$ cat src/rtl/mac_row_ctrl.sv
// ---------------------------------------------------------------------------
// mac_row_ctrl
//
// West-edge sequencer for one row of mac_tile instances. It takes a single
// valid/ready word stream and turns each job into four phases of row drive:
//   LOAD  : kernel words are shifted in with inst_w = 2'b01
//   GAP   : col quiet cycles so the last weight can reach the far tile
//   EXEC  : activation words are driven with inst_w = 2'b10
//   DRAIN : col quiet cycles so the last partial sums leave the row
// It then pulses done for one cycle. The row mode (4-bit or 2-bit weights) is
// latched at start and held on mode_o until the next accepted start.
//
// Parameters
//   bw     : width of weight/activation words
//   col    : tiles in the row (load count, gap length, drain length)
//   len_bw : width of the activation-count field
//
// Ports
//   clk        in   : rising-edge clock
//   reset      in   : synchronous, active-low clear of all state
//   start      in   : job request, honoured only in IDLE
//   mode       in   : 0 = 4-bit (col load words), 1 = 2-bit (2*col load words)
//   num_act    in   : activation words in the execute phase
//   data_in    in   : stream word
//   data_valid in   : data_in is valid
//   data_ready out  : word accepted this cycle (LOAD and EXEC only)
//   inst_w     out  : registered row instruction, bit0 = load, bit1 = execute
//   out_w      out  : registered word to the row's in_w
//   mode_o     out  : latched row mode
//   busy       out  : job in progress
//   done       out  : one-cycle end-of-job pulse
// ---------------------------------------------------------------------------
module mac_row_ctrl #(
    parameter int bw     = 4,
    parameter int col    = 8,
    parameter int len_bw = 8
) (
    input  logic              clk,
    input  logic              reset,
    input  logic              start,
    input  logic              mode,
    input  logic [len_bw-1:0] num_act,
    input  logic [bw-1:0]     data_in,
    input  logic              data_valid,
    output logic              data_ready,
    output logic [1:0]        inst_w,
    output logic [bw-1:0]     out_w,
    output logic              mode_o,
    output logic              busy,
    output logic              done
);

    // The transfer counter has to reach both the 2-bit load count and the
    // largest activation count the num_act field can express.
    localparam int ACT_MAX  = (32'sd1 <<< len_bw) - 32'sd1;
    localparam int LOAD_MAX = 32'sd2 * col;
    localparam int XFER_MAX = (LOAD_MAX > ACT_MAX) ? LOAD_MAX : ACT_MAX;
    localparam int XFER_W   = $clog2(XFER_MAX + 32'sd1);
    localparam int CYC_W    = $clog2(col + 32'sd1);

    typedef enum logic [2:0] {
        S_IDLE  = 3'd0,
        S_LOAD  = 3'd1,
        S_GAP   = 3'd2,
        S_EXEC  = 3'd3,
        S_DRAIN = 3'd4,
        S_DONE  = 3'd5
    } state_e;

    state_e              state_q;
    logic                mode_q;
    logic [len_bw-1:0]   num_act_q;
    logic [XFER_W-1:0]   xfer_cnt_q;
    logic [CYC_W-1:0]    cyc_cnt_q;
    logic [1:0]          inst_w_q;
    logic [bw-1:0]       out_w_q;
    logic                busy_q;
    logic                done_q;

    logic                data_ready_s;
    logic                xfer_s;
    logic [XFER_W-1:0]   xfer_cnt_inc_s;
    logic [XFER_W-1:0]   load_target_s;
    logic                load_last_s;
    logic                exec_last_s;
    logic                cyc_last_s;

    // Handshake and phase-completion decodes.
    always_comb begin
        data_ready_s   = (state_q == S_LOAD) || (state_q == S_EXEC);
        xfer_s         = data_ready_s && data_valid;
        xfer_cnt_inc_s = xfer_cnt_q + XFER_W'(1);
        if (mode_q) begin
            load_target_s = XFER_W'(LOAD_MAX);
        end else begin
            load_target_s = XFER_W'(col);
        end
        // Compare against count+1 so the transition fires on the N-th transfer.
        load_last_s = (xfer_cnt_inc_s == load_target_s);
        exec_last_s = (xfer_cnt_inc_s == XFER_W'(num_act_q));
        cyc_last_s  = (cyc_cnt_q == CYC_W'(col - 32'sd1));
    end

    // Job sequencer: phase state, counters and all registered row outputs.
    always_ff @(posedge clk) begin
        if (!reset) begin
            state_q    <= S_IDLE;
            mode_q     <= 1'b0;
            num_act_q  <= {len_bw{1'b0}};
            xfer_cnt_q <= {XFER_W{1'b0}};
            cyc_cnt_q  <= {CYC_W{1'b0}};
            inst_w_q   <= 2'b00;
            out_w_q    <= {bw{1'b0}};
            busy_q     <= 1'b0;
            done_q     <= 1'b0;
        end else begin
            // Instruction and done are single-cycle unless a branch sets them.
            inst_w_q <= 2'b00;
            done_q   <= 1'b0;
            case (state_q)
                S_IDLE: begin
                    if (start) begin
                        mode_q     <= mode;
                        num_act_q  <= num_act;
                        busy_q     <= 1'b1;
                        xfer_cnt_q <= {XFER_W{1'b0}};
                        cyc_cnt_q  <= {CYC_W{1'b0}};
                        state_q    <= S_LOAD;
                    end else begin
                        state_q <= S_IDLE;
                    end
                end
                S_LOAD: begin
                    if (xfer_s) begin
                        inst_w_q <= 2'b01;
                        out_w_q  <= data_in;
                        if (load_last_s) begin
                            xfer_cnt_q <= {XFER_W{1'b0}};
                            cyc_cnt_q  <= {CYC_W{1'b0}};
                            state_q    <= S_GAP;
                        end else begin
                            xfer_cnt_q <= xfer_cnt_inc_s;
                        end
                    end else begin
                        state_q <= S_LOAD;
                    end
                end
                S_GAP: begin
                    if (cyc_last_s) begin
                        xfer_cnt_q <= {XFER_W{1'b0}};
                        cyc_cnt_q  <= {CYC_W{1'b0}};
                        // An empty execute phase skips straight to the drain.
                        if (num_act_q != {len_bw{1'b0}}) begin
                            state_q <= S_EXEC;
                        end else begin
                            state_q <= S_DRAIN;
                        end
                    end else begin
                        cyc_cnt_q <= cyc_cnt_q + CYC_W'(1);
                    end
                end
                S_EXEC: begin
                    if (xfer_s) begin
                        inst_w_q <= 2'b10;
                        out_w_q  <= data_in;
                        if (exec_last_s) begin
                            xfer_cnt_q <= {XFER_W{1'b0}};
                            cyc_cnt_q  <= {CYC_W{1'b0}};
                            state_q    <= S_DRAIN;
                        end else begin
                            xfer_cnt_q <= xfer_cnt_inc_s;
                        end
                    end else begin
                        state_q <= S_EXEC;
                    end
                end
                S_DRAIN: begin
                    if (cyc_last_s) begin
                        xfer_cnt_q <= {XFER_W{1'b0}};
                        cyc_cnt_q  <= {CYC_W{1'b0}};
                        done_q     <= 1'b1;
                        state_q    <= S_DONE;
                    end else begin
                        cyc_cnt_q <= cyc_cnt_q + CYC_W'(1);
                    end
                end
                S_DONE: begin
                    // busy drops together with the return to IDLE.
                    xfer_cnt_q <= {XFER_W{1'b0}};
                    cyc_cnt_q  <= {CYC_W{1'b0}};
                    busy_q     <= 1'b0;
                    state_q    <= S_IDLE;
                end
                default: begin
                    xfer_cnt_q <= {XFER_W{1'b0}};
                    cyc_cnt_q  <= {CYC_W{1'b0}};
                    busy_q     <= 1'b0;
                    state_q    <= S_IDLE;
                end
            endcase
        end
    end

    assign data_ready = data_ready_s;
    assign inst_w     = inst_w_q;
    assign out_w      = out_w_q;
    assign mode_o     = mode_q;
    assign busy       = busy_q;
    assign done       = done_q;

endmodule

$ cat config.mk
export PLATFORM = sky130hd
export DESIGN_NAME = mac_row_ctrl
export DESIGN_NICKNAME = d
export VERILOG_FILES = /design/src/rtl/mac_row_ctrl.sv
export SDC_FILE = /design/constraint.sdc
export NUM_CORES = 1
export LEC_CHECK = 0
export CAP_MARGIN = 20
export CORE_ASPECT_RATIO = 1.2
export CORE_MARGIN = 5
export CORE_UTILIZATION = 53
export DETAILED_ROUTE_END_ITERATION = 8
export PLACE_DENSITY = 0.78
export SLEW_MARGIN = 20
export SYNTH_ARGS = -nofsm -noshare
export SYNTH_HDL_FRONTEND = slang
export SYNTH_SLANG_ARGS = --single-unit
$ cat constraint.sdc
create_clock -name clk -period 2.6 [get_ports clk]
set_clock_uncertainty 0.2 [all_clocks]
set_input_delay 0.65 -clock clk [delete_from_list [all_inputs] [get_ports clk]]
set_output_delay 0.65 -clock clk [all_outputs]
set_load 0.01 [all_outputs]
==> results by group, run 1 <==
CTS
  • CTS Hold Bufs: 0
  • Clock slew at reported path FFs: 60 ps
  • CTS tree: yes
  • Clk buf depth: 2
  • H-Tree Depth: 2
  • Clk sinks: 32
  • Clk_lat worst skew: between 200 and 300 ps
  • CTS buffer count: 5
  • CTS Root Cell: clkbuf_8

Yosys
  • Synthesized cell area: about 1800 um2
  • Mapped Nets: 251
  • Synth Instances: 232
  • Ys async rst share: 0
  • Top cell type's share of synthesized area: 0.3583
  • Main synth FF type: dfxtp_1
  • #FFs+latches synth: 32
  • Syn. warnings: 0
  • Sequential-to-total area share from yosys stat: 0.3583
  • Post-synth EDFFs: 0
  • Synth area leaders: dfxtp_1 (36%), nand2_1 (9.9%), a21oi_1 (7.0%)
  • Syn_area_per_cell: 7.707 um2
  • Cell variety after synth: 43
  • Post-synth top area cell: dfxtp_1

Floorplanning
  • Core Area: 3309 um2
  • Rows: 23
  • DIE AREA: 4640 um2
  • Io pins: 27
  • Initial Util: 0.5403
  • DIE WIDTH: 63.02 um
  • Die H: 73.63 um

Outcome
  • Status: completed

Timing
  • Post-route setup TNS: 0 ps
  • Period utilization: 0.9483
  • Tmin final: 2466 ps
  • Tightest Pin Transition: 441.0 ps
  • Max Clock Freq: between 0.4 and 0.5 GHz
  • Final hold vios: 0
  • Final Setup Violations: 0
  • Hold WS: between 200 and 300 ps
  • Fin. max-slew vios: 0
  • RSZ-0062 raised after global routing: no
  • Slew headroom: 0.7056

Layout
  • Layout area overhead: 25.54%
  • Layout cells sized above 1: 0.1269
  • Commonest non-fill, non-tap cells in the layout: nand2_1 (47), dfxtp_1 (32), clkdlybuf4s50_1 (26), a21oi_1 (25), buf_4 (17)
  • Fin cells: 305
  • Final #Nets: around 290
  • Antenna cells: 0
  • Commonest non-fill, non-tap cell in the layout: nand2_1
  • Final instance area: 2245 um2

Placed design
  • Routability Congestion: 0.9166
  • Cell Area, Placed: 2122 um2
  • Post-DP HPWL: 3375 um
  • Placed instance count: roughly 300
  • Port buffer count: 26

Setup path
  • Crit path depth: 7
  • R2R Path End: state_q[1]$_SDFFE_PN0P_
  • Crit path DAT: ~2400 ps
  • CP max stage delay: about 400 ps
  • Crit path max-delay family: simple AND/OR/NAND/NOR gates
  • Max FO, Critical Path: 6
  • Critical path origin: xfer_cnt_q[0]$_SDFFE_PN0P_
  • Req. time, crit path: 2570 ps
  • Reg2reg path depth: 7
  • WP buf/inv: 1
  • CP cell instances: ha_1 > nand3_4 > or3_1 > a222oi_1 > nand4_2 > buf_4 > a221o_2
  • Startpoint types: register
  • Critical Path Sink: state_q[1]$_SDFFE_PN0P_
  • Kind of critical path: register to register
  • R2R Setup Slk: 130 ps
  • CP max-delay cell: or3_1
  • Critical Path Sink Type: register
  • Reg-to-Reg Start: xfer_cnt_q[0]$_SDFFE_PN0P_

Route
  • DRT Pass-1 Iters: 4
  • Initial drt markers: around 150
  • Total Wirelength: around 4600 um
  • Vias per Instance: 5.895
  • Remaining design rule violation count: 0
  • Post-route ant nets: 0
  • Via count: 1,798
  • Wire per inst: 15.06 um

Hold path
  • Hold Path Class: register to register

Power and ir drop
  • Largest vdd supply drop: roughly 0.65 mV
  • Pwr dens: around 740 nW/um2
  • Design Power: 1652 uW
  • Leak: 0.0008193 uW

Global route
  • Antenna violations before repair: 0
  • Number of global-route vias before repair: 1,784
  • First-pass GRT wire length: approximately 7900 um
  • Largest net degree at the start of global routing: 17
  • GRT Util Overall: 0.2105
  • Overflow after GRT: 0

Flow run
  • Max cap viols: 0
==> layout make-up <==
type                            instances  area [um2]
Fill cell                             282        1065
Clock buffer                            7       96.34
Timing Repair Buffer                   43       387.9
Tap cell                               37       46.29
Multi-Input combinational cell        180        1051
Sequential cell                        32       640.6
Inverter                                6       22.52
==> tightest hold or removal path: stages (launching register included) <==
cell     delay [ps]
dfxtp_1         310
nand2_1          50
a21oi_1          50
==> per-stage QoR <==
step	setup slack, ps	util
after floorplan	191.4	-
after global placement	159.3	0.6412
after detailed placement	125.0	0.6412
after CTS	133.8	0.6703
after global routing	0.9315	0.6783
final	134.4	0.6783
==> kinds of logic (layout without fill, tap and decap cells) <==
logic type,Yosys count,count (layout),share of synthesized area
compound gates,55,55,0.1840
flops,32,32,0.3583
xor+xnor,14,14,0.06858
mux,2,2,0.01120
buf+inv,20,56,0.06437
simple gates,107,107,0.2995
fa+ha+maj,2,2,0.01399
==> report_power, final <==
| group | leakage (uW) | switching, uW | internal (uW) |
|---|---|---|---|
| Combinational | 0.000509 | 325 | 285 |
| Sequential | 0.000260 | 76.1 | 556 |
| Clock | 0.0000503 | 175 | 235 |
| Total | 0.000819 | 576 | 1080 |
==> how the worst min path moves through the flow <==
stage                                    from                   endpoint  slack (ps)  cells past startpoint
global placement        out_w[2]$_SDFFE_PN0P_      out_w[2]$_SDFFE_PN0P_         240                      2
CTS                     out_w[2]$_SDFFE_PN0P_      out_w[2]$_SDFFE_PN0P_         260                      2
global route            out_w[1]$_SDFFE_PN0P_      out_w[1]$_SDFFE_PN0P_         270                      2
floorplan           cyc_cnt_q[3]$_SDFFE_PN0P_  cyc_cnt_q[3]$_SDFFE_PN0P_         220                      1
detailed placement      out_w[2]$_SDFFE_PN0P_      out_w[2]$_SDFFE_PN0P_         250                      2
finish                  out_w[2]$_SDFFE_PN0P_      out_w[2]$_SDFFE_PN0P_         250                      2
==> registers in the layout, indices dropped and copies added (netlist names) <==
name / cells
num_act_q: 8
xfer_cnt_q: 8
cyc_cnt_q: 4
out_w: 4
state_q: 3
inst_w: 2
busy: 1
done: 1
mode_o: 1
==> per-layer routing <==
metal  wire, um  share of wire  up-vias  track usage
met5          0              0        -            0
met4        116          0.025        0       0.1108
met3        213          0.046       12      0.04587
met2       2374           0.52       60       0.3751
met1       1890           0.41      833       0.2332
li1           -              -      893            -
==> Yosys cell counts, drive strengths merged (3+ instances only) <==
library cell  count
and3              4
a21oi            25
nor2             12
or3               6
xor2              6
nor3              5
nor4              3
buf               5
o21ai            10
xnor2             8
dfxtp            32
nand3            16
and2              3
inv               5
clkbuf            9
a31oi             7
nand2            47
==> what timing repair did <==
item,CTS,global route
setup buffers,0,1
hold endpoints to repair,0,0
gates resized for setup,0,3
setup endpoints to repair,0,5
Power figures use the tool's default switching activity.
==> run 2, diff against run 1 <==
==> constraint.sdc (replaced) <==
create_clock -name clk -period 2.6 [get_ports clk]
set_clock_uncertainty 0.2 [all_clocks]
set_input_delay 0.65 -clock clk [delete_from_list [all_inputs] [get_ports clk]]
set_output_delay 0.65 -clock clk [all_outputs]
set_load 0.02 [all_outputs]
==> results by group, run 2 (synthesized netlist as in run 1, its figures left out) <==
Outcome
  • Status: completed (unchanged)

Placed design
  • Placed instance count: 298 (was 297)
  • Post-DP HPWL: 3340 um (was 3375 um)
  • Routability Congestion: 0.9102 (was 0.9166)
  • Port buffer count: 26 (unchanged)

Layout
  • Layout area overhead: 25.33% (was 25.54%)
  • Final #Nets: 288 (was 287)
  • Commonest non-fill, non-tap cell in the layout: nand2_1 (unchanged)
  • Commonest non-fill, non-tap cells in the layout: nand2_1 (47), dfxtp_1 (32), clkdlybuf4s50_1 (26), a21oi_1 (25), buf_4 (18) (was nand2_1 (47), dfxtp_1 (32), clkdlybuf4s50_1 (26), a21oi_1 (25), buf_4 (17))
  • # fillers: 280 (was 282)
  • Antenna cells: 0 (unchanged)
  • Layout cells sized above 1: 0.1259 (was 0.1269)
  • Top Registers: num_act_q x8, xfer_cnt_q x8 (unchanged)
  • Fin cells: 307 (was 305)

CTS
  • H-Tree Depth: 2 (unchanged)
  • CTS tree: yes (unchanged)
  • CTS Hold Bufs: 0 (unchanged)
  • CTS Root Cell: clkbuf_8 (unchanged)
  • Clk_lat worst skew: 290 ps (was 280 ps)
  • Clk sinks: 32 (unchanged)
  • Clk buf depth: 2 (unchanged)
  • Clock slew at reported path FFs: 70 ps (was 60 ps)
  • CTS buffer count: 5 (unchanged)

Setup path
  • CP max stage delay: 380 ps (was 400 ps)
  • CP cell instances: ha_2 > nand3_4 > or3_1 > a222oi_1 > nand4_2 > a31oi_1 > a311oi_1 (was ha_1 > nand3_4 > or3_1 > a222oi_1 > nand4_2 > buf_4 > a221o_2)
  • Max FO, Critical Path: 6 (unchanged)
  • Crit path max-delay family: compound AO/OA/AOI/OAI gates (was simple AND/OR/NAND/NOR gates)
  • Kind of critical path: register to register (unchanged)
  • Critical Path Sink Type: register (unchanged)
  • WP buf/inv: 0 (was 1)
  • Crit path DAT: 2370 ps (was 2430 ps)
  • Startpoint types: register (unchanged)
  • Req. time, crit path: 2550 ps (was 2570 ps)
  • CP max-delay cell: or3_1 (unchanged)

Floorplanning
  • Io pins: 27 (unchanged)
  • Initial Util: 0.5403 (unchanged)
  • DIE AREA: 4640 um2 (unchanged)
  • Rows: 23 (unchanged)
  • DIE WIDTH: 63.02 um (unchanged)
  • Die H: 73.63 um (unchanged)
  • Core Area: 3309 um2 (unchanged)

Route
  • Remaining design rule violation count: 0 (unchanged)
  • Total Wirelength: 4602 um (was 4594 um)
  • DRT Pass-1 Iters: 5 (was 4)
  • Wire per inst: 14.99 um (was 15.06 um)
  • Vias per Instance: 5.853 (was 5.895)
  • Via count: 1,797 (was 1,798)
  • Initial drt markers: 121 (was 146)
  • Post-route ant nets: 0 (unchanged)

Power and ir drop
  • Int Pwr: 1058 uW (was 1076 uW)
  • Pwr dens: 738.6 nW/um2 (was 736.0 nW/um2)
  • Largest vdd supply drop: 0.8437 mV (was 0.6503 mV)
  • Sw Ratio: 0.3606 (was 0.3487)
  • Clock share of power: 0.241 (was 0.248)
  • Flop pwr share: 0.379 (was 0.382)
  • Leak: 0.0008136 uW (was 0.0008193 uW)
  • Switching pwr: 596.8 uW (was 576.0 uW)
  • Combinational Power Share: 0.380 (was 0.369)

Timing
  • Slew headroom: 0.7318 (was 0.7056)
  • Hold WS: 256.2 ps (was 254.9 ps)
  • Tmin final: 2417 ps (was 2466 ps)
  • Final Setup Violations: 0 (unchanged)
  • Max Clock Freq: 0.4137 GHz (was 0.4056 GHz)
  • Period utilization: 0.9297 (was 0.9483)
  • Final hold vios: 0 (unchanged)
  • Tightest Pin Transition: 401.8 ps (was 441.0 ps)
  • Fin. max-slew vios: 0 (unchanged)
  • RSZ-0062 raised after global routing: yes (was no)

Global route
  • First-pass GRT wire length: 7638 um (was 7907 um)
  • GRT Util Overall: 0.2083 (was 0.2105)
  • Overflow after GRT: 0 (unchanged)
  • Antenna violations before repair: 0 (unchanged)
  • Number of global-route vias before repair: 1,668 (was 1,784)
  • Largest net degree at the start of global routing: 15 (was 17)

Flow run
  • Max cap viols: 0 (unchanged)

Hold path
  • Hold Path Class: register to register (unchanged)
## run 2: changes by cell type in the layout (fill, tap and decap cells not counted), sizes merged
cell,previous run,this run
buf,17,18
clkbuf,7,8
## run 2: area by class of cell
type                    instances  area (um2)  area share
well taps                      37       46.29     0.02066
repair buffers                 44       395.4      0.1764
clock buffers                   8       90.09     0.04020
flip-flops and latches         32       640.6      0.2859
inverters                       6       22.52     0.01005
multi-input cells             180        1046      0.4668
## run 2: stage by stage
stage	area [um2]	TNS (ps)	utilization	worst slack [ps]	power, uW
after floorplan	1788	0	-	191.4	1035
after global placement	2130	0	0.6435	144.0	1246
after detailed placement	2130	0	0.6435	75.58	1260
after CTS	2220	0	0.6707	78.13	1658
after global routing	2241	-22.34	0.6771	-13.26	1762
final	2241	0	0.6771	182.8	1655
## run 2: power groups by stage
stage	clock network, uW	logic, uW	registers [uW]
2_1_floorplan	0	404	632
3_3_place_gp	0	613	633
3_5_place_dp	0	624	636
4_1_cts	405	628	625
5_1_grt	430	698	634
6_report	399	629	627
## run 2: metal layers
layer | routed length [um] | track usage | share of wire | up-vias
met5 | 0 | 0 | 0 | -
li1 | - | - | - | 893
met4 | 95 | 0.09670 | 0.021 | 0
met2 | 2341 | 0.3603 | 0.51 | 43
met1 | 1962 | 0.2446 | 0.43 | 854
met3 | 201 | 0.04587 | 0.044 | 7
## run 2: worst paths after layout
kind	start	endpoint	slack, ps	depth (start not counted)
worst min-delay path	out_w[0]$_SDFFE_PN0P_	out_w[0]$_SDFFE_PN0P_	260	2
worst max-delay path	xfer_cnt_q[0]$_SDFFE_PN0P_	cyc_cnt_q[2]$_SDFFE_PN0P_	180	7
worst max register to register	xfer_cnt_q[0]$_SDFFE_PN0P_	cyc_cnt_q[2]$_SDFFE_PN0P_	180	7
worst min register to register	out_w[0]$_SDFFE_PN0P_	out_w[0]$_SDFFE_PN0P_	260	2
## run 2: repair_timing
item                       4_1_cts  5_1_grt
gates resized for setup          0        3
setup buffers                    0        1
setup endpoints to repair        0        4
## run 2: worst register-to-register path: stages, from the launching register on
cell      delay, ps
dfxtp_1         340
ha_2            210
nand3_4         110
or3_1           380
a222oi_1        340
nand4_2         180
a31oi_1         360
a311oi_1        160
==> run 3, diff against run 2 <==
- CORE_UTILIZATION: 53 -> 56
- CTS_BUF_LIST: not set -> sky130_fd_sc_hd__clkbuf_4 sky130_fd_sc_hd__clkbuf_8
- PLACE_DENSITY: 0.78 -> 0.82
==> results by group, run 3 (synthesized netlist as in run 1, its figures left out) <==
Outcome
  • Status: completed (unchanged)

Setup path
  • Req. time, crit path: 2630 ps (was 2550 ps)
  • Reg2reg path depth: 8 (was 7)
  • Reg-to-Reg Start: xfer_cnt_q[1]$_SDFFE_PN0P_ (was xfer_cnt_q[0]$_SDFFE_PN0P_)
  • Critical Path Sink Type: register (unchanged)
  • Max FO, Critical Path: 11 (was 6)
  • WP buf/inv: 1 (was 0)
  • Crit path max-delay family: simple AND/OR/NAND/NOR gates (was compound AO/OA/AOI/OAI gates)
  • Kind of critical path: register to register (unchanged)
  • Crit path DAT: 2420 ps (was 2370 ps)
  • CP max-delay cell: or3_1 (unchanged)
  • R2R Path End: xfer_cnt_q[4]$_SDFFE_PN0P_ (was cyc_cnt_q[2]$_SDFFE_PN0P_)
  • CP max stage delay: 390 ps (was 380 ps)
  • Startpoint types: register (unchanged)
  • R2R Setup Slk: 210 ps (was 180 ps)
  • CP cell instances: ha_2 > nand3_4 > or3_1 > a222oi_1 > nand4_2 > buf_6 > a41oi_1 > o21ai_0 (was ha_2 > nand3_4 > or3_1 > a222oi_1 > nand4_2 > a31oi_1 > a311oi_1)

Route
  • Post-route ant nets: 0 (unchanged)
  • DRT Pass-1 Iters: 4 (was 5)
  • Remaining design rule violation count: 0 (unchanged)
  • DR top layer: met4 (unchanged)
  • WL met2: 2163 um (was 2341 um)
  • Via count: 1,759 (was 1,797)
  • Wl on met1: 1831 um (was 1962 um)
  • Total Wirelength: 4257 um (was 4602 um)
  • Initial drt markers: 99 (was 121)
  • Vias per Instance: 5.786 (was 5.853)
  • Wire per inst: 14.00 um (was 14.99 um)
  • WL met3: 199 um (was 201 um)

Layout
  • Multi-input logic area: 1052 um2 (was 1046 um2)
  • Layout area overhead: 23.16% (was 25.33%)
  • Commonest non-fill, non-tap cell in the layout: nand2_1 (unchanged)
  • Commonest non-fill, non-tap cells in the layout: nand2_1 (47), dfxtp_1 (32), clkdlybuf4s50_1 (26), a21oi_1 (25), buf_4 (16) (was nand2_1 (47), dfxtp_1 (32), clkdlybuf4s50_1 (26), a21oi_1 (25), buf_4 (18))
  • Layout cells sized above 1: 0.1306 (was 0.1259)
  • Antenna cells: 0 (unchanged)
  • Seq. cell area: 640.6 um2 (unchanged)
  • Top Registers: num_act_q x8, xfer_cnt_q x8 (unchanged)
  • Final #Nets: 287 (was 288)
  • # fillers: 263 (was 280)
  • Fin cells: 304 (was 307)

Timing
  • Tmin final: 2392 ps (was 2417 ps)
  • Slew headroom: 0.6985 (was 0.7318)
  • Fin. max-slew vios: 0 (unchanged)
  • Period utilization: 0.9198 (was 0.9297)
  • Max Clock Freq: 0.4181 GHz (was 0.4137 GHz)
  • Final WS setup: 208.5 ps (was 182.8 ps)
  • Final Setup Violations: 0 (unchanged)
  • Tightest Pin Transition: 448.1 ps (was 401.8 ps)
  • Final hold vios: 0 (unchanged)
  • Post-route setup TNS: 0 ps (unchanged)

CTS
  • Clock slew at reported path FFs: 100 ps (was 70 ps)
  • Clk buf depth: 2 (unchanged)
  • Cts repair resizes: 0 (unchanged)
  • Clk_lat worst skew: 340 ps (was 290 ps)
  • CTS tree: yes (unchanged)
  • CTS Hold Bufs: 0 (unchanged)
  • CTS buffer count: 5 (unchanged)
  • Clk sinks: 32 (unchanged)
  • H-Tree Depth: 2 (unchanged)
  • Setup bufs post-CTS: 0 (unchanged)
  • CTS Root Cell: clkbuf_4 (was clkbuf_8)

Flow run
  • Max cap viols: 0 (unchanged)

Hold path
  • Worst Min Path Start: out_w[0]$_SDFFE_PN0P_ (unchanged)
  • Hold Path Class: register to register (unchanged)
  • Hold EP: out_w[0]$_SDFFE_PN0P_ (unchanged)
  • Hold depth: 2 (unchanged)

Global route
  • GRT Util Overall: 0.2159 (was 0.2083)
  • Antenna violations before repair: 0 (unchanged)
  • Overflow after GRT: 0 (unchanged)
  • First-pass GRT wire length: 7320 um (was 7638 um)
  • Largest net degree at the start of global routing: 15 (unchanged)
  • Number of global-route vias before repair: 1,698 (was 1,668)

Placed design
  • Routability Congestion: 0.9378 (was 0.9102)
  • Setup WS pre-CTS: 136.5 ps (was 75.58 ps)
  • Post-DP HPWL: 3195 um (was 3340 um)
  • Placed instance count: 297 (was 298)
  • Port buffer count: 26 (unchanged)

Power and ir drop
  • Leak: 0.0007977 uW (was 0.0008136 uW)
  • Design Power: 1539 uW (was 1655 uW)
  • Pwr dens: 698.9 nW/um2 (was 738.6 nW/um2)
  • Largest vdd supply drop: 0.6510 mV (was 0.8437 mV)

Floorplanning
  • Io pins: 27 (unchanged)
  • Core Area: 3083 um2 (was 3309 um2)
  • DIE WIDTH: 61.58 um (was 63.02 um)
  • Initial Util: 0.5800 (was 0.5403)
  • Rows: 22 (was 23)
  • DIE AREA: 4427 um2 (was 4640 um2)
  • Die H: 71.90 um (was 73.63 um)
run 3: per-layer routing:
metal | global-route usage | up-vias
li1 | - | 898
met1 | 0.2611 | 811
met2 | 0.3632 | 45
met3 | 0.04804 | 5
met4 | 0.08255 | 0
met5 | 0 | -
run 3: worst max-delay path by stage:
stage	from	end	slack [ps]	cells past startpoint
after floorplan	xfer_cnt_q[0]$_SDFFE_PN0P_	xfer_cnt_q[5]$_SDFFE_PN0P_	190	9
after global placement	start	xfer_cnt_q[4]$_SDFFE_PN0P_	160	8
after detailed placement	start	xfer_cnt_q[4]$_SDFFE_PN0P_	140	8
after CTS	xfer_cnt_q[2]$_SDFFE_PN0P_	xfer_cnt_q[4]$_SDFFE_PN0P_	180	7
after global routing	xfer_cnt_q[1]$_SDFFE_PN0P_	xfer_cnt_q[7]$_SDFFE_PN0P_	-10	9
final	xfer_cnt_q[1]$_SDFFE_PN0P_	xfer_cnt_q[4]$_SDFFE_PN0P_	210	8
run 3: worst register-to-register path, delay by kind of cell, from the launching register on:
family          cells  cell delay (ps)
fa+ha+maj           1              200
flops               1              350
buf+inv             1              200
simple gates        3              720
compound gates      3              630
run 3: area by class of cell:
class,count,share of cell area
repair buffers,43,0.1778
clock buffers,6,0.02045
inverters,6,0.01023
well taps,36,0.02045
clock inverters,1,0.002273
multi-input cells,180,0.4778
flip-flops and latches,32,0.2909
run 3: power by group:
group	internal (uW)	switching [uW]	total (uW)
Sequential	555	61.3	616
Combinational	295	351	646
Clock	110	167	277
run 3: metrics by stage:
step / hold slack, ps / area, um2 / util
finish: 261.1 / 2202 / 0.7143
global route: 291.5 / 2202 / 0.7143
CTS: 262.7 / 2178 / 0.7066
detailed placement: 250.0 / 2128 / 0.6903
global placement: 245.8 / 2128 / 0.6903
floorplan: 222.8 / 1788 / -
